`src/rtl/datapath_pkg.sv`:
```
// Shared definitions for the 16-bit CPU datapath: widths, ALU and shift codes.
// Imported by the register file and the datapath top.
package datapath_pkg;

    localparam int WIDTH = 16;
    localparam int NREGS = 8;
    localparam int RIDX  = $clog2(NREGS);

    typedef enum logic [1:0] {
        ALU_ADD = 2'b00,
        ALU_SUB = 2'b01,
        ALU_AND = 2'b10,
        ALU_MVN = 2'b11
    } alu_op_e;

    typedef enum logic [1:0] {
        SH_NONE = 2'b00,
        SH_LSL  = 2'b01,
        SH_LSR  = 2'b10,
        SH_ASR  = 2'b11
    } shift_e;

endpackage

```
`src/rtl/datapath_regfile.sv`:
```
// 8 x 16 register file: one synchronous write port, one combinational read port.
// Ports: clk, reset (sync, active-high), write/writenum/data_in, readnum/data_out.
module datapath_regfile
    import datapath_pkg::*;
(
    input  logic        clk,
    input  logic        reset,
    input  logic        write,
    input  logic [2:0]  writenum,
    input  logic [15:0] data_in,
    input  logic [2:0]  readnum,
    output logic [15:0] data_out
);

    // Kept as named registers so they are visible by name from outside.
    logic [WIDTH-1:0] R0, R1, R2, R3, R4, R5, R6, R7;

    always_ff @(posedge clk) begin
        if (reset) begin
            R0 <= '0;
            R1 <= '0;
            R2 <= '0;
            R3 <= '0;
            R4 <= '0;
            R5 <= '0;
            R6 <= '0;
            R7 <= '0;
        end else if (write) begin
            unique case (writenum)
                3'd0: R0 <= data_in;
                3'd1: R1 <= data_in;
                3'd2: R2 <= data_in;
                3'd3: R3 <= data_in;
                3'd4: R4 <= data_in;
                3'd5: R5 <= data_in;
                3'd6: R6 <= data_in;
                3'd7: R7 <= data_in;
            endcase
        end
    end

    // No write bypass: a read of the register being written sees the old value.
    always_comb begin
        data_out = '0;
        unique case (readnum)
            3'd0: data_out = R0;
            3'd1: data_out = R1;
            3'd2: data_out = R2;
            3'd3: data_out = R3;
            3'd4: data_out = R4;
            3'd5: data_out = R5;
            3'd6: data_out = R6;
            3'd7: data_out = R7;
        endcase
    end

endmodule

```
`src/rtl/datapath.sv`:
```
// 16-bit CPU datapath: register file, A/B operands, shifter, 4-op ALU, C and Z.
// Ports: clk, reset (sync, active-high), register-file controls (readnum,
// writenum, write, vsel), operand/result strobes (loada, loadb, loadc, loads),
// shift, asel, bsel, ALUop, datapath_in; outputs Z_out, datapath_out (= C).
module datapath
    import datapath_pkg::*;
(
    input  logic        clk,
    input  logic        reset,
    input  logic [2:0]  readnum,
    input  logic        vsel,
    input  logic        loada,
    input  logic        loadb,
    input  logic [1:0]  shift,
    input  logic        asel,
    input  logic        bsel,
    input  logic [1:0]  ALUop,
    input  logic        loadc,
    input  logic        loads,
    input  logic [2:0]  writenum,
    input  logic        write,
    input  logic [15:0] datapath_in,
    output logic        Z_out,
    output logic [15:0] datapath_out
);

    logic [WIDTH-1:0] r_a;
    logic [WIDTH-1:0] r_b;
    logic [WIDTH-1:0] r_c;
    logic             r_z;

    logic [WIDTH-1:0] w_wb;
    logic [WIDTH-1:0] w_rd;
    logic [WIDTH-1:0] w_sh;
    logic [WIDTH-1:0] w_ain;
    logic [WIDTH-1:0] w_bin;
    logic [WIDTH-1:0] w_alu;

    // Write-back from C uses the value held before the edge.
    assign w_wb = vsel ? datapath_in : r_c;

    datapath_regfile REGFILE (
        .clk      (clk),
        .reset    (reset),
        .write    (write),
        .writenum (writenum),
        .data_in  (w_wb),
        .readnum  (readnum),
        .data_out (w_rd)
    );

    always_comb begin
        w_sh = r_b;
        unique case (shift_e'(shift))
            SH_NONE: w_sh = r_b;
            SH_LSL:  w_sh = {r_b[WIDTH-2:0], 1'b0};
            SH_LSR:  w_sh = {1'b0, r_b[WIDTH-1:1]};
            SH_ASR:  w_sh = {r_b[WIDTH-1], r_b[WIDTH-1:1]};
        endcase
    end

    assign w_ain = asel ? '0 : r_a;
    assign w_bin = bsel ? {11'b0, datapath_in[4:0]} : w_sh;

    always_comb begin
        w_alu = '0;
        unique case (alu_op_e'(ALUop))
            ALU_ADD: w_alu = w_ain + w_bin;
            ALU_SUB: w_alu = w_ain - w_bin;
            ALU_AND: w_alu = w_ain & w_bin;
            ALU_MVN: w_alu = ~w_bin;
        endcase
    end

    always_ff @(posedge clk) begin
        if (reset) begin
            r_a <= '0;
            r_b <= '0;
            r_c <= '0;
            r_z <= 1'b0;
        end else begin
            if (loada) r_a <= w_rd;
            if (loadb) r_b <= w_rd;
            if (loadc) r_c <= w_alu;
            // Z tracks the live ALU result, independent of loadc.
            if (loads) r_z <= (w_alu == '0);
        end
    end

    assign datapath_out = r_c;
    assign Z_out        = r_z;

endmodule

```
`config.mk`:
```
export PLATFORM = sky130hd
export DESIGN_NAME = datapath
export DESIGN_NICKNAME = d
export VERILOG_FILES = /design/src/rtl/datapath_pkg.sv /design/src/rtl/datapath_regfile.sv /design/src/rtl/datapath.sv
export SDC_FILE = /design/constraint.sdc
export NUM_CORES = 1
export LEC_CHECK = 0
export ABC_AREA = 1
export BUFFER_PORTS_ARGS = -buffer_cell sky130_fd_sc_hd__buf_4
export CORE_UTILIZATION = 40
export CTS_CLUSTER_SIZE = 12
export DETAILED_ROUTE_END_ITERATION = 10
export PLACE_DENSITY = 0.55
export SLEW_MARGIN = 20
export SYNTH_ARGS = -nofsm -noshare
export SYNTH_HDL_FRONTEND = slang
export SYNTH_SLANG_ARGS = --single-unit
export TNS_END_PERCENT = 50
```
`constraint.sdc`:
```
create_clock -name clk -period 4.5 [get_ports clk]
set_input_delay 0.225 -clock clk [delete_from_list [all_inputs] [get_ports clk]]
set_output_delay 0.225 -clock clk [all_outputs]
set_load 0.03 [all_outputs]
```
==> results of run 1 <==
==> sequential cells by signal (all words and copies together), names as in the netlist <==
| register | cells |
|---|---|
| r_b | 16 |
| REGFILE.R0 | 16 |
| REGFILE.R4 | 16 |
| Z_out | 1 |
| datapath_out | 16 |
| r_a | 16 |
| REGFILE.R7 | 16 |
| REGFILE.R3 | 16 |
| REGFILE.R6 | 16 |
| REGFILE.R2 | 16 |
| REGFILE.R1 | 16 |
| REGFILE.R5 | 16 |
==> cell type report <==
class,instances,share of cell area
Tap cell,313,0.0374
Clock buffer,17,0.0406
Clock inverter,15,0.0164
Sequential cell,177,0.338
Inverter,255,0.0914
Multi-Input combinational cell,863,0.434
Timing Repair Buffer,58,0.0416
==> worst max-delay path: stages (launching register included) <==
cell and delay (ps):
dfxtp_1 340, a21oi_1 130, nand2_1 60, o21ai_1 200, ha_1 290, nand3_4 100, nor2_4 100, nand3_2 100
nor2_2 110, nand2_2 80, o31ai_4 190, xor2_1 160, inv_1 60, ha_1 330, a21oi_1 240, o21ai_0 110
a21oi_1 200, nand2_1 120, xor2_1 170, nand2_1 70, nand3_1 70, nand2_1 90, inv_1 40, nand3_1 80
a21oi_1 60
==> stage by stage <==
| step | util | worst slack [ps] |
|---|---|---|
| 2_1_floorplan | - | 1260 |
| 3_3_place_gp | 0.433 | 874 |
| 3_5_place_dp | 0.433 | 784 |
| 4_1_cts | 0.459 | 899 |
| 5_1_grt | 0.460 | 511 |
| 6_report | 0.460 | 863 |
==> worst paths after layout <==
kind | startpoint | end | slack, ps | cells past startpoint
worst max-delay path | r_b[1]$_SDFFE_PP0P_ | Z_out$_SDFFE_PP0P_ | 860 | 24
worst min-delay path | loadb | r_b[0]$_SDFFE_PP0P_ | 80 | 3
worst max register to register | r_b[1]$_SDFFE_PP0P_ | Z_out$_SDFFE_PP0P_ | 860 | 24
worst min register to register | REGFILE.R0[8]$_SDFFE_PP0P_ | REGFILE.R0[8]$_SDFFE_PP0P_ | 450 | 2
==> cells in the mapped netlist (4+ instances only) <==
cell type / instances
a211oi_1: 31
a21oi_1: 168
buf_6: 4
clkbuf_1: 66
dfxtp_1: 177
ha_1: 17
inv_1: 249
inv_2: 6
mux2_2: 4
nand2_1: 162
nand2_2: 9
nand3_1: 43
nand3_2: 4
nand4_1: 5
nor2_1: 107
nor3_1: 7
nor4_1: 17
o211ai_1: 8
o21ai_0: 187
o21ai_1: 4
o22ai_1: 49
xnor2_1: 4
xor2_1: 10
==> logic make-up after synthesis <==
group                      count (synthesis)  share of synthesized area
xor gates and xnor gates                  14                     0.0131
adders and majority gates                 18                     0.0249
and+or+nand+nor                          371                      0.175
buffers and inverters                    329                      0.136
DFF                                      177                      0.379
muxes                                      4                    0.00482
AOI/OAI and AO/OA                        456                      0.267
==> report_power, final <==
| group | switching (mW) | total [mW] | internal, mW |
|---|---|---|---|
| Sequential | 0.0270 | 1.66 | 1.64 |
| Combinational | 0.455 | 0.662 | 0.206 |
| Clock | 0.703 | 1.49 | 0.792 |
==> metal layers <==
| metal | up-vias | routed length (um) |
|---|---|---|
| li1 | 4513 | - |
| met1 | 3907 | 12800 |
| met2 | 150 | 13700 |
| met3 | 29 | 777 |
| met4 | 0 | 607 |
| met5 | - | 0 |
==> results by group, run 1 <==
Logic synthesis
  – Proportion of synthesized flip-flops having asynchronous set or reset: 0
  – Net count after synthesis: roughly 1400
  – Cell Area, Synth: 9350 sq um
  – Proportion of netlist area held by the largest area contributor: 0.379
  – Number of distinct library cells after synthesis: 44
  – Average footprint of a synthesized cell: approximately 7 sq um
  – Cell count after synthesis: ~1400
  – Yosys warning total: 0
  – Cell taking the most area after synthesis: dfxtp_1
  – Biggest area contributors in the synthesized netlist: dfxtp_1 38%, o21ai_0 10%, inv_1 10%, a21oi_1 9.0%, nand2_1 6.5%
  – EDFF count, synth: 0
  – Top_reg_cell synth: dfxtp_1
  – Number of synthesized register bits: roughly 180
  – Portion of the post-synthesis area used by sequential elements: 0.379

Floorplan
  – Effective utilization at floorplan: 0.411
  – IO Count: 53
  – Overall die area: approximately 24000 sq um
  – Die Wd: 155 um
  – Core area: 22800 sq um
  – Overall die height: about 150 um
  – Std cell rows: 55

STA
  – Final count of pins violating max slew: 0
  – Worst slew pin tran: approximately 1100 ps
  – Number of setup violations in the final report: 0
  – Part of the cycle the worst path needs: 0.808
  – Final hold vios: 0
  – Setup repair after global routing missed its margin: false
  – Clock period minus worst slack: roughly 3600 ps
  – Max Fclk: roughly 270 MHz
  – Total negative slack: 0 ps
  – Worst hold-check slack: between 80 and 90 ps
  – Slew HR: 0.234
  – Setup Skew: between 10 and 15 ps

Placed design
  – Cells after DPL: roughly 1700
  – Count of input and output buffers: between 50 and 60
  – Post-placement cell area: slightly below 10000 sq um
  – GP Congestion: around 0.94
  – Post-detailed-placement half-perimeter wirelength: about 20000 um

Clocking
  – Resized Gates After CTS: 0
  – TritonCTS clock tree: done
  – Clock latency reported for the late side of the worst-skew pair: around 440 ps
  – Master cell of the clock root buffer: clkbuf_16
  – Sink count of the clock tree: roughly 180
  – Post-CTS setup-driven buffer insertion count: 0
  – CTS Buffer Depth: 2
  – Number of H-tree levels: 4
  – Hold buffers post-CTS: 0
  – Clock transition at the registers of the reported paths: 80 ps
  – Number of buffers inserted during clock tree synthesis: 17

Routing
  – Average wire length per cell after detail routing: around 16 um
  – Detailed Route WL: around 28000 um
  – DR vias/cell: 5.06
  – Post-DRT Antenna Nets: 0
  – Count of unresolved DRC violations after routing: 0
  – Initial DRC Count: ~640
  – Number of vias in the routed layout: 8599
  – First-pass detailed-route iteration total: 5

Global route
  – Total grt overflow: 0
  – First-pass GRT wire length: around 44000 um
  – Met1 usage: 0.308
  – Total global routing track utilization: 0.237
  – Antenna violations before repair: 0
  – Busiest layer in global routing: met2
  – Maximum number of pins on one net before global-route repair: between 80 and 90
  – Met2 Use GR: 0.406
  – Via count of the first global-routing pass: approximately 7600
  – Met3 capacity usage during global routing: 0.0304

Pwr
  – Static Leakage: between 4 and 5 nW
  – Worst vdd rail ir drop: 0.219 mV
  – Areal power density over the cells: between 300 and 400 nW/um^2
  – Total power after layout: ~3.8 mW

Critical path
  – Critical path peak fanout: 5
  – Critical path launch point type: flop
  – Arrival time of data at the critical path endpoint: about 3900 ps
  – Type of the setup path with the least slack: flop to flop
  – Crit end category: flop
  – Crit path required time: about 4800 ps

Cells and area
  – Final nets: approximately 1400
  – Share of layout cells above drive strength 1: 0.0968
  – Fillcell total: roughly 2400
  – Final Instance Count excl. Fillers: 1698
  – FF/Latch Area: between 3000 and 4000 sq um
  – Design Area, Final: 10500 sq um
  – Signed area change from the synthesized netlist to the final layout: 12.0%
  – Leading cell type in the layout, fill and taps excluded: inv_1
  – Commonest non-fill, non-tap cells in the layout: 248 x inv_1, 185 x o21ai_0, 177 x dfxtp_1
  – N_diodes: 0
  – Footprint of the multi-input gates: 4550 sq um

Flow run
  – Maxcap violations: 0

Status
  – Result of the run: finished clean

Worst hold path
  – Type of the worst min-delay path: input pin to flop
Power figures use the tool's default switching activity.
==> run 2, diff against run 1 <==
--- a/config.mk
+++ b/config.mk
@@ -10,7 +10,7 @@
 export CORE_UTILIZATION = 40
 export CTS_CLUSTER_SIZE = 12
 export DETAILED_ROUTE_END_ITERATION = 10
-export PLACE_DENSITY = 0.55
+export PLACE_DENSITY = 0.57
 export SLEW_MARGIN = 20
 export SYNTH_ARGS = -nofsm -noshare
 export SYNTH_HDL_FRONTEND = slang
==> constraint.sdc (replaced) <==
create_clock -name clk -period 2.95 [get_ports clk]
set_input_delay 0.1475 -clock clk [delete_from_list [all_inputs] [get_ports clk]]
set_output_delay 0.1475 -clock clk [all_outputs]
set_load 0.03 [all_outputs]
==> run 2 against run 1 <==
Compared with the run above:
- the flow now finishes with violations (negative setup slack)
- largest power group unchanged
- sequential share of layout area fell by 3.1 points
- critical endpoint unchanged
- wire length rose by 3.6%
- total power increased by 59%
==> results by group, run 2 (same netlist as run 1, synthesis figures left out) <==
STA
  – Setup Skew: 11.4 ps (+0.507 ps)
  – Final hold vios: 0 (unchanged)
  – Number of setup violations in the final report: 3 (+3)
  – Clock period minus worst slack: 3130 ps (-506 ps)
  – Worst hold-check slack: 14.5 ps (-69.3 ps)
  – Slew HR: 0.273 (+0.0390)
  – Worst slew pin tran: 1090 ps (-49.0 ps)
  – Part of the cycle the worst path needs: 1.06 (+0.253)
  – Max Fclk: 319 MHz (+16%)
  – Final worst slack: -180 ps (-1040 ps)
  – Final count of pins violating max slew: 0 (unchanged)
  – Setup repair after global routing missed its margin: true

Clocking
  – Number of buffers inserted during clock tree synthesis: 17 (unchanged)
  – Clock transition at the registers of the reported paths: 80 ps (about the same)
  – TritonCTS clock tree: done
  – Master cell of the clock root buffer: clkbuf_16
  – CTS Buffer Depth: 2 (unchanged)
  – Number of H-tree levels: 4 (unchanged)
  – Sink count of the clock tree: 177 (unchanged)
  – Clock latency reported for the late side of the worst-skew pair: 430 ps (about the same)
  – Hold buffers post-CTS: 0 (unchanged)

Placed design
  – Placement-stage worst setup slack: -291 ps (-1080 ps)
  – GP Congestion: 0.891 (-5.3%)
  – Post-detailed-placement half-perimeter wirelength: 20400 um (+2.6%)
  – Count of input and output buffers: 52 (unchanged)
  – Post-placement cell area: 10700 sq um (+8.3%)

Global route
  – Maximum number of pins on one net before global-route repair: 131 (+51%)
  – First-pass GRT wire length: 45800 um (+5.1%)
  – Total grt overflow: 0 (unchanged)
  – Antenna violations before repair: 0 (unchanged)
  – Total global routing track utilization: 0.247 (+0.0102)
  – Via count of the first global-routing pass: 8514 (+12%)

Pwr
  – Part of the total power dissipated in sequential elements: 0.417 (-0.018)
  – Static Leakage: 4.80 nW (+12%)
  – Combinational Power Share: 0.207 (+0.034)
  – Relative contribution of the clock network to total power: 0.377 (-0.014)
  – Sw Pwr: 1.89 mW (+60%)
  – Internal power: 4.20 mW (+59%)
  – Fraction of power spent switching nets: 0.311 (+0.000652)
  – Areal power density over the cells: 528 nW/um^2 (+45%)
  – Worst vdd rail ir drop: 0.396 mV (+81%)

Cells and area
  – FF/Latch Area: 3550 sq um (about the same)
  – Leading cell type in the layout, fill and taps excluded: inv_1
  – Share of layout cells above drive strength 1: 0.191 (+0.0938)
  – Design Area, Final: 11500 sq um (+10%)
  – Footprint of the multi-input gates: 4830 sq um (+6.3%)
  – Signed area change from the synthesized netlist to the final layout: 23.3%
  – Final nets: 1526 (+7.0%)
  – Fillcell total: 2286 (-5.4%)
  – Commonest non-fill, non-tap cells in the layout: 248 x inv_1, 177 x o21ai_0, 175 x dfxtp_1
  – N_diodes: 0 (unchanged)

Critical path
  – Critical path launch point type: flop
  – Critical path peak fanout: 4 (-1)
  – Crit end category: flop
  – Crit path required time: 3310 ps (-1490 ps)
  – Arrival time of data at the critical path endpoint: 3490 ps (-440 ps)
  – Type of the setup path with the least slack: flop to flop

Status
  – Result of the run: finished, violations left
  – Failing checks: negative setup slack

Floorplan
  – Overall die area: 24000 sq um (unchanged)
  – Std cell rows: 55 (unchanged)
  – Effective utilization at floorplan: 0.411 (unchanged)
  – Core area: 22800 sq um (unchanged)
  – Die Wd: 155 um (unchanged)
  – IO Count: 53 (unchanged)
  – Overall die height: 155 um (unchanged)

Routing
  – First-pass detailed-route iteration total: 5 (unchanged)
  – Number of vias in the routed layout: 9085 (+5.7%)
  – Detailed Route WL: 28900 um (+3.6%)
  – DR vias/cell: 5.05 (-0.22%)
  – Count of unresolved DRC violations after routing: 0 (unchanged)
  – Post-DRT Antenna Nets: 0 (unchanged)
  – Initial DRC Count: 626 (-2.0%)
  – Average wire length per cell after detail routing: 16.1 um (-2.2%)

Flow run
  – Maxcap violations: 0 (unchanged)

Worst hold path
  – Type of the worst min-delay path: input pin to flop
run 2: repair_timing:
item                                    CTS  global route
endpoints found under the setup margin    6            11
resized for setup                        17            39
setup buffers                             0             3
pin swaps                                 2            17
run 2: path summary, 6_finish.rpt:
kind | startpoint | endpoint | slack, ps | depth (start not counted)
max reg2reg | r_b[2]$_SDFFE_PP0P_ | Z_out$_SDFFE_PP0P_ | -180 | 26
max | r_b[2]$_SDFFE_PP0P_ | Z_out$_SDFFE_PP0P_ | -180 | 26
min reg2reg | REGFILE.R0[4]$_SDFFE_PP0P_ | REGFILE.R0[4]$_SDFFE_PP0P_ | 450 | 2
min | loadb | r_b[0]$_SDFFE_PP0P_ | 10 | 3
run 2: power by group through the flow:
stage | clock network (mW) | registers [mW] | logic, mW
after global routing | 2.46 | 2.55 | 1.40
after floorplan | 0 | 2.62 | 0.676
after detailed placement | 0 | 2.59 | 1.18
after CTS | 2.34 | 2.54 | 1.20
after global placement | 0 | 2.59 | 1.18
final | 2.29 | 2.54 | 1.26
run 2: area by class of cell:
cell class                 count  area share
sequential                   177       0.308
inverter                     255      0.0830
multi-input combinational    863       0.419
clock buffer                  17      0.0369
timing repair buffer         158       0.105
tap                          313      0.0340
clock inverter                15      0.0143
run 2: per-stage QoR:
step,setup TNS (ps),total power [mW],util,std cells
after floorplan,0,3.30,-,1369
final,-356,6.09,0.506,1798
after global routing,-1800,6.40,0.506,1798
after CTS,-492,6.08,0.498,1795
after global placement,-662,3.77,0.469,1763
after detailed placement,-1120,3.78,0.469,1763
run 2: critical path: stages (launching register included):
cell and delay, ps:
dfxtp_2 330, a21oi_2 150, nand3_4 100, nand2_4 90, ha_4 140, nand3_4 90
nor2_4 90, nand3_2 80, nor2_2 100, nand2_2 80, o31ai_4 180, xor2_1 160
inv_1 80, ha_4 300, nand2_2 70, nor2_2 90, and2_1 120, nand2_1 70
nand2_1 70, nand2_1 40, nand3_1 60, nand2_1 80, nor2_1 100, nand4_1 90
nor2_1 100, nand3_1 70, a21oi_1 110
run 2: layer usage:
layer	vias up	wire, um	track usage
met5	-	0	0
met4	0	697	0.0797
met3	44	907	0.0337
met2	168	14000	0.422
met1	4160	13300	0.322
li1	4713	-	-
